===== config.mk =====
export PLATFORM = sky130hd
export DESIGN_NAME = mem_access
export DESIGN_NICKNAME = d
export VERILOG_FILES = /design/src/rtl/mem_access_pkg.sv /design/src/rtl/mem_timeout_cnt.sv /design/src/rtl/mem_access.sv
export SDC_FILE = /design/constraint.sdc
export NUM_CORES = 1
export LEC_CHECK = 0
export CORE_MARGIN = 4
export CORE_UTILIZATION = 43
export CTS_CLUSTER_SIZE = 30
export DETAILED_ROUTE_END_ITERATION = 8
export PLACE_DENSITY_LB_ADDON = 0.2
export SLEW_MARGIN = 40
export SYNTH_ARGS = -nofsm -noshare
export SYNTH_HDL_FRONTEND = slang
export SYNTH_HIERARCHICAL = 1
export SYNTH_SLANG_ARGS = --single-unit

===== constraint.sdc =====
create_clock -name clk -period 4.9 [get_ports clk]
set_clock_uncertainty 0.05 [all_clocks]
set_input_delay 0.98 -clock clk [delete_from_list [all_inputs] [get_ports clk]]
set_output_delay 0.98 -clock clk [all_outputs]
set_load 0.005 [all_outputs]

===== src/rtl/mem_access_pkg.sv =====
// Shared encodings and widths for the MEM-stage load/store unit.
// Holds the ALU op codes, the access FSM states and the word/register-index types.
package mem_access_pkg;

    localparam int WORD_W = 32;
    localparam int REG_W  = 5;

    typedef logic [WORD_W-1:0] word_t;
    typedef logic [REG_W-1:0]  reg_idx_t;
    typedef logic [4:0]        alu_op_t;

    localparam alu_op_t OP_ADD  = 5'b00000;
    localparam alu_op_t OP_SUB  = 5'b00001;
    localparam alu_op_t OP_AND  = 5'b00010;
    localparam alu_op_t OP_OR   = 5'b00011;
    localparam alu_op_t OP_XOR  = 5'b00100;
    localparam alu_op_t OP_SLL  = 5'b00101;
    localparam alu_op_t OP_SRL  = 5'b00110;
    localparam alu_op_t OP_SRA  = 5'b00111;
    localparam alu_op_t OP_SLT  = 5'b01000;
    localparam alu_op_t OP_SLTU = 5'b01001;
    localparam alu_op_t OP_LUI  = 5'b01010;
    localparam alu_op_t OP_JAL  = 5'b01100;
    localparam alu_op_t OP_JALR = 5'b01101;
    localparam alu_op_t OP_LW   = 5'b10100;
    localparam alu_op_t OP_SW   = 5'b10101;

    typedef enum logic {
        ST_IDLE   = 1'b0,
        ST_ACCESS = 1'b1
    } state_e;

    function automatic logic is_mem_op(input alu_op_t op);
        return (op == OP_LW) || (op == OP_SW);
    endfunction

endpackage


===== src/rtl/mem_timeout_cnt.sv =====
// Access watchdog: counts ACCESS cycles without completion and flags the terminal count.
// A TIMEOUT of 0 keeps the terminal count permanently low.
module mem_timeout_cnt #(
    parameter int CNT_W   = 5,
    parameter int TIMEOUT = 16
) (
    input  logic clk,
    input  logic rst,
    input  logic clr,
    input  logic en,
    output logic tc
);

    localparam logic [CNT_W-1:0] TC_VAL = (TIMEOUT > 0) ? CNT_W'(TIMEOUT - 1) : '0;

    logic [CNT_W-1:0] cnt_q;
    logic [CNT_W-1:0] cnt_d;

    always_comb begin
        cnt_d = cnt_q;
        if (clr) begin
            cnt_d = '0;
        end else if (en) begin
            cnt_d = cnt_q + 1'b1;
        end
    end

    always_ff @(posedge clk or negedge rst) begin
        if (!rst) begin
            cnt_q <= '0;
        end else begin
            cnt_q <= cnt_d;
        end
    end

    assign tc = (TIMEOUT != 0) && (cnt_q == TC_VAL);

endmodule


===== src/rtl/mem_access.sv =====
// MEM-stage load/store unit: word lw/sw over a req/ack memory port, everything else
// passed straight through; every retirement leaves as a registered one-cycle packet.
module mem_access
    import mem_access_pkg::*;
#(
    parameter int TIMEOUT = 16,
    parameter int CNT_W   = 5
) (
    input  logic                 clk,
    input  logic                 rst,
    input  logic                 ex_valid_i,
    input  logic [4:0]           ALUop_i,
    input  logic [WORD_W-1:0]    MemAddr_i,
    input  logic [WORD_W-1:0]    StoreData_i,
    input  logic [WORD_W-1:0]    WriteData_i,
    input  logic [REG_W-1:0]     WriteDataNum_i,
    input  logic                 WriteReg_i,
    output logic                 stall_o,
    output logic                 mem_req_o,
    output logic                 mem_we_o,
    output logic [WORD_W-1:0]    mem_addr_o,
    output logic [WORD_W-1:0]    mem_wdata_o,
    input  logic                 mem_ack_i,
    input  logic [WORD_W-1:0]    mem_rdata_i,
    output logic                 wb_valid_o,
    output logic                 WriteReg_o,
    output logic [REG_W-1:0]     WriteDataNum_o,
    output logic [WORD_W-1:0]    WriteData_o,
    output logic                 misalign_o,
    output logic                 timeout_o
);

    state_e   state_q, state_d;
    logic     mem_req_q, mem_req_d;
    logic     mem_we_q, mem_we_d;
    word_t    mem_addr_q, mem_addr_d;
    word_t    mem_wdata_q, mem_wdata_d;
    logic     wb_valid_q, wb_valid_d;
    logic     wreg_q, wreg_d;
    reg_idx_t wnum_q, wnum_d;
    word_t    wdata_q, wdata_d;
    logic     misalign_q, misalign_d;
    logic     timeout_q, timeout_d;
    reg_idx_t rd_q, rd_d;
    logic     rd_we_q, rd_we_d;
    logic     is_sw_q, is_sw_d;

    logic     cnt_clr;
    logic     cnt_en;
    logic     cnt_tc;

    mem_timeout_cnt #(
        .CNT_W  (CNT_W),
        .TIMEOUT(TIMEOUT)
    ) u_timeout_cnt (
        .clk(clk),
        .rst(rst),
        .clr(cnt_clr),
        .en (cnt_en),
        .tc (cnt_tc)
    );

    always_comb begin
        state_d     = state_q;
        mem_req_d   = mem_req_q;
        mem_we_d    = mem_we_q;
        mem_addr_d  = mem_addr_q;
        mem_wdata_d = mem_wdata_q;
        wb_valid_d  = 1'b0;
        misalign_d  = 1'b0;
        timeout_d   = 1'b0;
        wreg_d      = wreg_q;
        wnum_d      = wnum_q;
        wdata_d     = wdata_q;
        rd_d        = rd_q;
        rd_we_d     = rd_we_q;
        is_sw_d     = is_sw_q;
        cnt_clr     = 1'b0;
        cnt_en      = 1'b0;

        case (state_q)
            ST_IDLE: begin
                if (ex_valid_i) begin
                    if (!is_mem_op(ALUop_i)) begin
                        wb_valid_d = 1'b1;
                        wdata_d    = WriteData_i;
                        wnum_d     = WriteDataNum_i;
                        wreg_d     = WriteReg_i && (WriteDataNum_i != '0);
                    end else if (MemAddr_i[1:0] != 2'b00) begin
                        misalign_d = 1'b1;
                        wb_valid_d = 1'b1;
                        wreg_d     = 1'b0;
                        wdata_d    = '0;
                        wnum_d     = WriteDataNum_i;
                    end else begin
                        state_d     = ST_ACCESS;
                        cnt_clr     = 1'b1;
                        mem_req_d   = 1'b1;
                        mem_we_d    = (ALUop_i == OP_SW);
                        mem_addr_d  = {MemAddr_i[WORD_W-1:2], 2'b00};
                        mem_wdata_d = (ALUop_i == OP_SW) ? StoreData_i : '0;
                        rd_d        = WriteDataNum_i;
                        rd_we_d     = WriteReg_i;
                        is_sw_d     = (ALUop_i == OP_SW);
                    end
                end
            end
            ST_ACCESS: begin
                // Ack takes priority over a timeout landing on the same cycle.
                if (mem_ack_i) begin
                    state_d    = ST_IDLE;
                    mem_req_d  = 1'b0;
                    wb_valid_d = 1'b1;
                    wnum_d     = rd_q;
                    if (is_sw_q) begin
                        wreg_d  = 1'b0;
                        wdata_d = '0;
                    end else begin
                        wreg_d  = rd_we_q && (rd_q != '0);
                        wdata_d = mem_rdata_i;
                    end
                end else if (cnt_tc) begin
                    state_d    = ST_IDLE;
                    mem_req_d  = 1'b0;
                    timeout_d  = 1'b1;
                    wb_valid_d = 1'b1;
                    wreg_d     = 1'b0;
                    wnum_d     = rd_q;
                    wdata_d    = '0;
                end else begin
                    cnt_en = 1'b1;
                end
            end
            default: state_d = ST_IDLE;
        endcase
    end

    always_ff @(posedge clk or negedge rst) begin
        if (!rst) begin
            state_q     <= ST_IDLE;
            mem_req_q   <= 1'b0;
            mem_we_q    <= 1'b0;
            mem_addr_q  <= '0;
            mem_wdata_q <= '0;
            wb_valid_q  <= 1'b0;
            wreg_q      <= 1'b0;
            wnum_q      <= '0;
            wdata_q     <= '0;
            misalign_q  <= 1'b0;
            timeout_q   <= 1'b0;
            rd_q        <= '0;
            rd_we_q     <= 1'b0;
            is_sw_q     <= 1'b0;
        end else begin
            state_q     <= state_d;
            mem_req_q   <= mem_req_d;
            mem_we_q    <= mem_we_d;
            mem_addr_q  <= mem_addr_d;
            mem_wdata_q <= mem_wdata_d;
            wb_valid_q  <= wb_valid_d;
            wreg_q      <= wreg_d;
            wnum_q      <= wnum_d;
            wdata_q     <= wdata_d;
            misalign_q  <= misalign_d;
            timeout_q   <= timeout_d;
            rd_q        <= rd_d;
            rd_we_q     <= rd_we_d;
            is_sw_q     <= is_sw_d;
        end
    end

    assign stall_o        = (state_q == ST_ACCESS);
    assign mem_req_o      = mem_req_q;
    assign mem_we_o       = mem_we_q;
    assign mem_addr_o     = mem_addr_q;
    assign mem_wdata_o    = mem_wdata_q;
    assign wb_valid_o     = wb_valid_q;
    assign WriteReg_o     = wreg_q;
    assign WriteDataNum_o = wnum_q;
    assign WriteData_o    = wdata_q;
    assign misalign_o     = misalign_q;
    assign timeout_o      = timeout_q;

endmodule

==> results of run 1 <==
-- area by class of cell --
cell class,count,area (µm²)
sequential,117,2930
clock inverter,14,139
multi-input combinational,252,1680
clock buffer,17,425
inverter,33,124
tap,140,175
fill,819,3040
timing repair buffer,252,2520
-- worst min path at each step --
stage,start,to,slack (ns),depth (start not counted)
4_1_cts,mem_addr_o[8],mem_addr_o[8],0.46,1
6_report,mem_addr_o[8],mem_addr_o[8],0.45,1
3_5_place_dp,mem_addr_o[8],mem_addr_o[8],0.44,1
2_1_floorplan,rd_we_q,rd_we_q,0.43,1
5_1_grt,mem_addr_o[2],mem_addr_o[2],0.47,1
3_3_place_gp,mem_addr_o[21],mem_addr_o[21],0.44,1
-- worst max-delay path, stage by stage --
cell and delay [ns]:
clkdlybuf4s50_1 0.39, and4bb_4 0.38, and4b_4 0.70, buf_12 0.33
mux2_2 0.37
-- metrics by stage --
| step | hold WS [ns] | utilization (%) | std cells | worst slack, ns | cell area, µm² |
|---|---|---|---|---|---|
| finish | 0.453 | 72.5 | 825 | 1.93 | 7990 |
| global route | 0.468 | 72.5 | 825 | 1.83 | 7990 |
| CTS | 0.457 | 72.4 | 825 | 1.96 | 7990 |
| detailed placement | 0.444 | 67.3 | 794 | 1.53 | 7420 |
| global placement | 0.440 | 67.3 | 794 | 1.57 | 7420 |
| floorplan | 0.431 | - | 437 | 2.36 | 4940 |
-- kinds of logic (layout without fill, tap and decap cells) --
logic type      after synthesis  in the layout  share of synthesized area [%]
fa+ha+maj                     2              2                          0.506
buf+inv                      68            316                           7.24
simple gates                 93             93                           9.27
mux                          44             44                           10.3
compound gates              110            110                           13.2
flops                       117            117                           59.3
xor+xnor                      1              1                          0.177
other cells                   1              2                         0.0759
-- power groups by stage --
stage | clock network, W | registers (W) | logic, W
final | 0.00117 | 0.00119 | 0.000588
after global routing | 0.00124 | 0.00120 | 0.000639
after CTS | 0.00119 | 0.00119 | 0.000598
after floorplan | 0 | 0.00120 | 0.000151
after global placement | 0 | 0.00119 | 0.000577
after detailed placement | 0 | 0.00120 | 0.000594
-- cells in the final DEF, fill, tap and decap left out, types with 2 or more instances in the layout --
cell / synthesis / final
mux2i_1: 6 / 6
nand3_1: 32 / 32
clkinv_2: 0 / 5
ha_1: 2 / 2
a22oi_1: 32 / 32
o211ai_1: 2 / 2
dfrtp_1: 117 / 117
inv_1: 33 / 33
mux2_2: 33 / 33
a31oi_1: 2 / 2
nor3_1: 2 / 2
mux2_4: 5 / 5
a21oi_1: 38 / 38
clkinvlp_4: 0 / 6
o21ai_0: 33 / 33
clkdlybuf4s50_1: 0 / 246
clkbuf_16: 0 / 17
conb_1: 1 / 2
bufinv_16: 0 / 2
or4_1: 2 / 2
nor2_1: 45 / 44
buf_4: 12 / 3
nand2_1: 2 / 2
-- metal layers --
metal / vias up / track usage (%) / part of all wire, % / wire (µm)
met2: 188 / 37.1 / 49 / 7150
li1: 1984 / - / - / -
met4: 0 / 8.14 / 2.0 / 284
met3: 21 / 8.53 / 10 / 1450
met5: - / 0 / 0 / 0
met1: 1997 / 26.0 / 39 / 5650
-- registers in the layout, summed over array words and instances (netlist names) --
register,cells
WriteDataNum_o,5
WriteData_o,32
WriteReg_o,1
is_sw_q,1
mem_addr_o,30
mem_req_o,1
mem_wdata_o,32
misalign_o,1
rd_q,5
rd_we_q,1
stall_o,1
timeout_o,1
u_timeout_cnt/cnt_q,5
wb_valid_o,1
==> reports/metrics.yaml, run 1 <==
status: "completed"
holdBufCountCts: 0
pwr-share-clk_pct: 39.7
synth_edf_count: 0
die_h_um: 115
grt_setup_unrepaired: "no"
rows: 38
diodes: 0
dr.pass1.iters: 6
htreeDepth: 4
critPathCapture: "mem_addr_o[31]"
synth.most_common_cell: "dfrtp_1"
fin_crit_ns: 2.97
startpoint_type: "primary input"
arrival_ns: 3.20
clock-sinks: 117
syn_to_final_growth_pct: 61.8
fin_tns_setup_ns: 0
hp-class: "reg -> reg"
post-route-period-util_pct: 60.6
detail-route-antenna-nets: 0
via_per_inst: 5.08
initial_utilization_pct: 44.8
chipWidth_um: 115
cellLeakagePower_nw: 3.49
ys_types: 35
drv_slew: 0
fmax_mhz: 337
relSlewSlack_pct: 51.9
comb_power_share_pct: 20.0
p_int_w: 0.00223
power_density_nw_per_um2: 368
ir_drop_mv: 0.195
clk_pin_slew_ns: 0.06
insertion_delay_ns: 0.41
r2r_start: "u_timeout_cnt/cnt_q[0]"
antenna_found_initial: 0
synth_flop_cell: "dfrtp_1"
layout-drive-gt1-share_pct: 12.3
cts_buffers: 17
max_cap_violations: 0
dp_hpwl_um: 10700
grt_pass1_wl_um: 22900
grt_max_degree: 78
worstSetupEndpointType: "register"
synthTopCellsByArea: "dfrtp_1, mux2_2, a22oi_1"
p_switching_w: 0.000714
post_cts_resized: 0
async_flop_share_pct: 100
setup_viol: 0
synth.yosys.seq_area_share_pct: 59.3
required_ns: 5.13
post_cts_buffers: 0
ys_seq_elements: 117
synth_area_per_cell_um2: 11.3
root_buffer: "clkbuf_16"
synth_top_area_share_pct: 59.3
syn-instance-count: 436
ff2ff_setup_slack_ns: 2.41
reg2reg_to: "WriteDataNum_o[2]"
worst_pin_slew_ns: 0.722
swShare_pct: 24.3
pwr-share-seq_pct: 40.3
synth_top_area_cell: "dfrtp_1"
globalRouteTotalUtil_pct: 22.2
p_total_w: 0.00294
drc_errors: 0
grt_remaining_overflow: 0
reg2reg_depth: 8
io_pins: 251
nets: 818
routed_wl_um: 14500
startpoint: "ALUop_i[3]"
netlist_area_um2: 4940
yosysWarnings: 6
core_um2: 11000
worstSetupPathType: "in -> reg"
die_area_um2: 13300
wl_per_cell_um: 17.6
grt_pass1_vias: 4472
cp_max_fo: 59
synth_common_cells: "dfrtp_1, nor2_1, a21oi_1"
place_congestion: 0.751
port_buffers: 248
first_iter_violations: 193
tritoncts: "done"
clock_path_buffers: 2
vias: 4190
report.final.hold_viol_count: 0
Power figures use the tool's default switching activity.
==> run 2: changes to the inputs <==
--- a/config.mk
+++ b/config.mk
@@ -6,7 +6,7 @@
 export NUM_CORES = 1
 export LEC_CHECK = 0
 export CORE_MARGIN = 4
-export CORE_UTILIZATION = 43
+export CORE_UTILIZATION = 40
 export CTS_CLUSTER_SIZE = 30
 export DETAILED_ROUTE_END_ITERATION = 8
 export PLACE_DENSITY_LB_ADDON = 0.2
==> constraint.sdc (replaced) <==
create_clock -name clk -period 2.9 [get_ports clk]
set_clock_uncertainty 0.05 [all_clocks]
set_input_delay 0.58 -clock clk [delete_from_list [all_inputs] [get_ports clk]]
set_output_delay 0.58 -clock clk [all_outputs]
set_load 0.005 [all_outputs]
==> run 2 against run 1 <==
Net effect: routed wire length down 4.9%; via count decreased by 0.50%; combinational power up 68%; critical path depth shrank 4; total power increased by 72%; die area is 7.0% higher; largest cell class unchanged; design area increased by 1.8%; clock-buffer cell count up 6; clock power increased by 77%; sequential power up 69%; cell count up 4.1%; sequential cell count stayed put.
==> reports/metrics.yaml, run 2 (same netlist as run 1, synthesis figures left out) <==
cpLargestDelayFamily: "flip-flops"
setup_viol: 0  # unchanged
root_buffer: "clkbuf_16"
drv_slew: 0  # unchanged
setup_ws_ns: 0.517  # -1.42 ns
antenna_found_initial: 0  # unchanged
chipWidth_um: 119  # +3.4%
reg2reg_to: "u_timeout_cnt/cnt_q[3]"
power_density_nw_per_um2: 622  # +69%
cp_max_fo: 15  # -75%
syn_to_final_growth_pct: 64.7
via_per_inst: 4.85  # -4.4%
first_iter_violations: 240  # +24%
post_cts_buffers: 0  # unchanged
core_um2: 12100  # +9.3%
fmax_mhz: 420
reg2reg_depth: 7  # -1
vias: 4169  # -0.50%
max_cap_violations: 0  # unchanged
grt_remaining_overflow: 0  # unchanged
initial_utilization_pct: 41.0  # -3.8 points
hold_ws_ns: 0.114  # -0.339 ns
cellLeakagePower_nw: 3.56  # +2.0%
relSlewSlack_pct: 59.7  # +7.8 points
grt_max_degree: 78  # unchanged
holdBufCountCts: 0  # unchanged
die_area_um2: 14200  # +7.0%
comb_power_share_pct: 19.5  # -0.5 points
die_h_um: 119  # +3.4%
hp-class: "in -> async"
ff2ff_setup_slack_ns: 0.70  # -1.71 ns
status: "completed"
layout-drive-gt1-share_pct: 12.6  # +0.33 points
grt_pass1_wl_um: 22000  # -3.8%
drc_errors: 0  # unchanged
r2r_start: "u_timeout_cnt/cnt_q[0]"
wl_per_cell_um: 16.1  # -8.7%
worstSetupPathType: "reg -> out"
grt_pass1_vias: 4325  # -3.3%
mostFrequentLayoutCells: "clkdlybuf4s50_1, dfrtp_1, nor2_1"
post-route-period-util_pct: 82.2
crit_slowest_cell: "dfrtp_1"
clock-sinks: 117  # unchanged
tritoncts: "done"
nets: 824  # +0.73%
rows: 40  # +5.3%
fin_crit_ns: 2.38
htreeDepth: 4  # unchanged
insertion_delay_ns: 0.40  # about the same
crit_chain: "clkdlybuf4s50_1"
swShare_pct: 23.0  # -1.2 points
arrival_ns: 1.75  # -1.45 ns
pwr-share-clk_pct: 40.9  # +1.2 points
fillers: 937  # +14%
port_buffers: 248  # unchanged
final_common_cell: "clkdlybuf4s50_1"
pwr-share-seq_pct: 39.6  # -0.7 points
startpoint_type: "register"
diodes: 0  # unchanged
place_congestion: 0.742  # -1.2%
worstSetupEndpointType: "output pin"
dr.pass1.iters: 5  # -1
routed_wl_um: 13800  # -4.9%
post_cts_resized: 0  # unchanged
dp_hpwl_um: 10100  # -4.9%
fin_tns_setup_ns: 0  # unchanged
detail-route-antenna-nets: 0  # unchanged
grt_setup_unrepaired: "no"
clk_pin_slew_ns: 0.05  # about the same
p_switching_w: 0.00116  # +63%
io_pins: 251  # unchanged
report.final.hold_viol_count: 0  # unchanged
clock_path_buffers: 2  # unchanged
required_ns: 2.27  # -2.86 ns
crit_path_max_incr_delay_ns: 0.72  # +0.02 ns
cts_buffers: 17  # unchanged
ir_drop_mv: 0.311  # +59%
worst_pin_slew_ns: 0.605  # -0.117 ns
cp_num_buf_inv: 1  # -1
globalRouteTotalUtil_pct: 19.5  # -2.7 points
place_ws_ns: 0.295  # -1.24 ns
p_int_w: 0.00390  # +75%
## run 2: changes by cell type in the layout (fill, tap and decap cells not counted), moves of 2 or more
cell        delta
buf_4          +3
clkbuf_8       +5
clkinv_2       -2
buf_12         +3
clkinvlp_4     -3
## run 2: final cells by class
class	instances	area, µm²	share of cell area [%]
timing repair buffer	258	2610	32.1
sequential	117	2930	36.0
multi-input combinational	252	1670	20.6
clock inverter	8	97.6	1.20
clock buffer	23	498	6.12
tap	168	210	2.58
inverter	33	124	1.52
## run 2: worst register-to-register path, stage by stage (launching register included)
cell and delay (ns):
dfrtp_1 0.42, ha_1 0.25, and3_1 0.18, ha_1 0.19
nor3b_2 0.31, buf_4 0.24, nand4_2 0.13, mux2_4 0.31
## run 2: through the flow
stage	total power (W)	std cells	utilization, %	instance area (µm²)
final	0.00506	859	67.5	8140
after global routing	0.00530	859	67.5	8140
after CTS	0.00512	859	67.4	8140
after detailed placement	0.00302	828	62.5	7540
after global placement	0.00300	828	62.5	7540
after floorplan	0.00228	437	-	4940
## run 2: per-layer routing
metal | global-route usage, % | share of wire (%) | vias to the layer above
met2 | 30.7 | 47 | 189
met4 | 6.08 | 0.98 | 0
met3 | 7.26 | 8.4 | 12
met1 | 25.0 | 43 | 1976
met5 | 0 | 0 | -
li1 | - | - | 1992
## run 2: how the worst max path moves through the flow
stage | endpoint | depth (start not counted) | slack, ns | from
floorplan | u_timeout_cnt/cnt_q[3] | 7 | 0.76 | ALUop_i[3]
finish | stall_o | 1 | 0.52 | stall_o
CTS | stall_o | 1 | 0.46 | stall_o
global placement | rd_q[4] | 5 | 0.34 | ALUop_i[3]
detailed placement | mem_wdata_o[22] | 6 | 0.29 | ALUop_i[3]
global route | stall_o | 1 | 0.45 | stall_o
## run 2: power groups by stage
stage                     sequential, W  clock [W]  combinational (W)
final                           0.00201    0.00207           0.000985
after global routing            0.00204    0.00219            0.00107
after CTS                       0.00201    0.00211            0.00100
after detailed placement        0.00202          0           0.000998
after global placement          0.00202          0           0.000976
after floorplan                 0.00203          0           0.000256
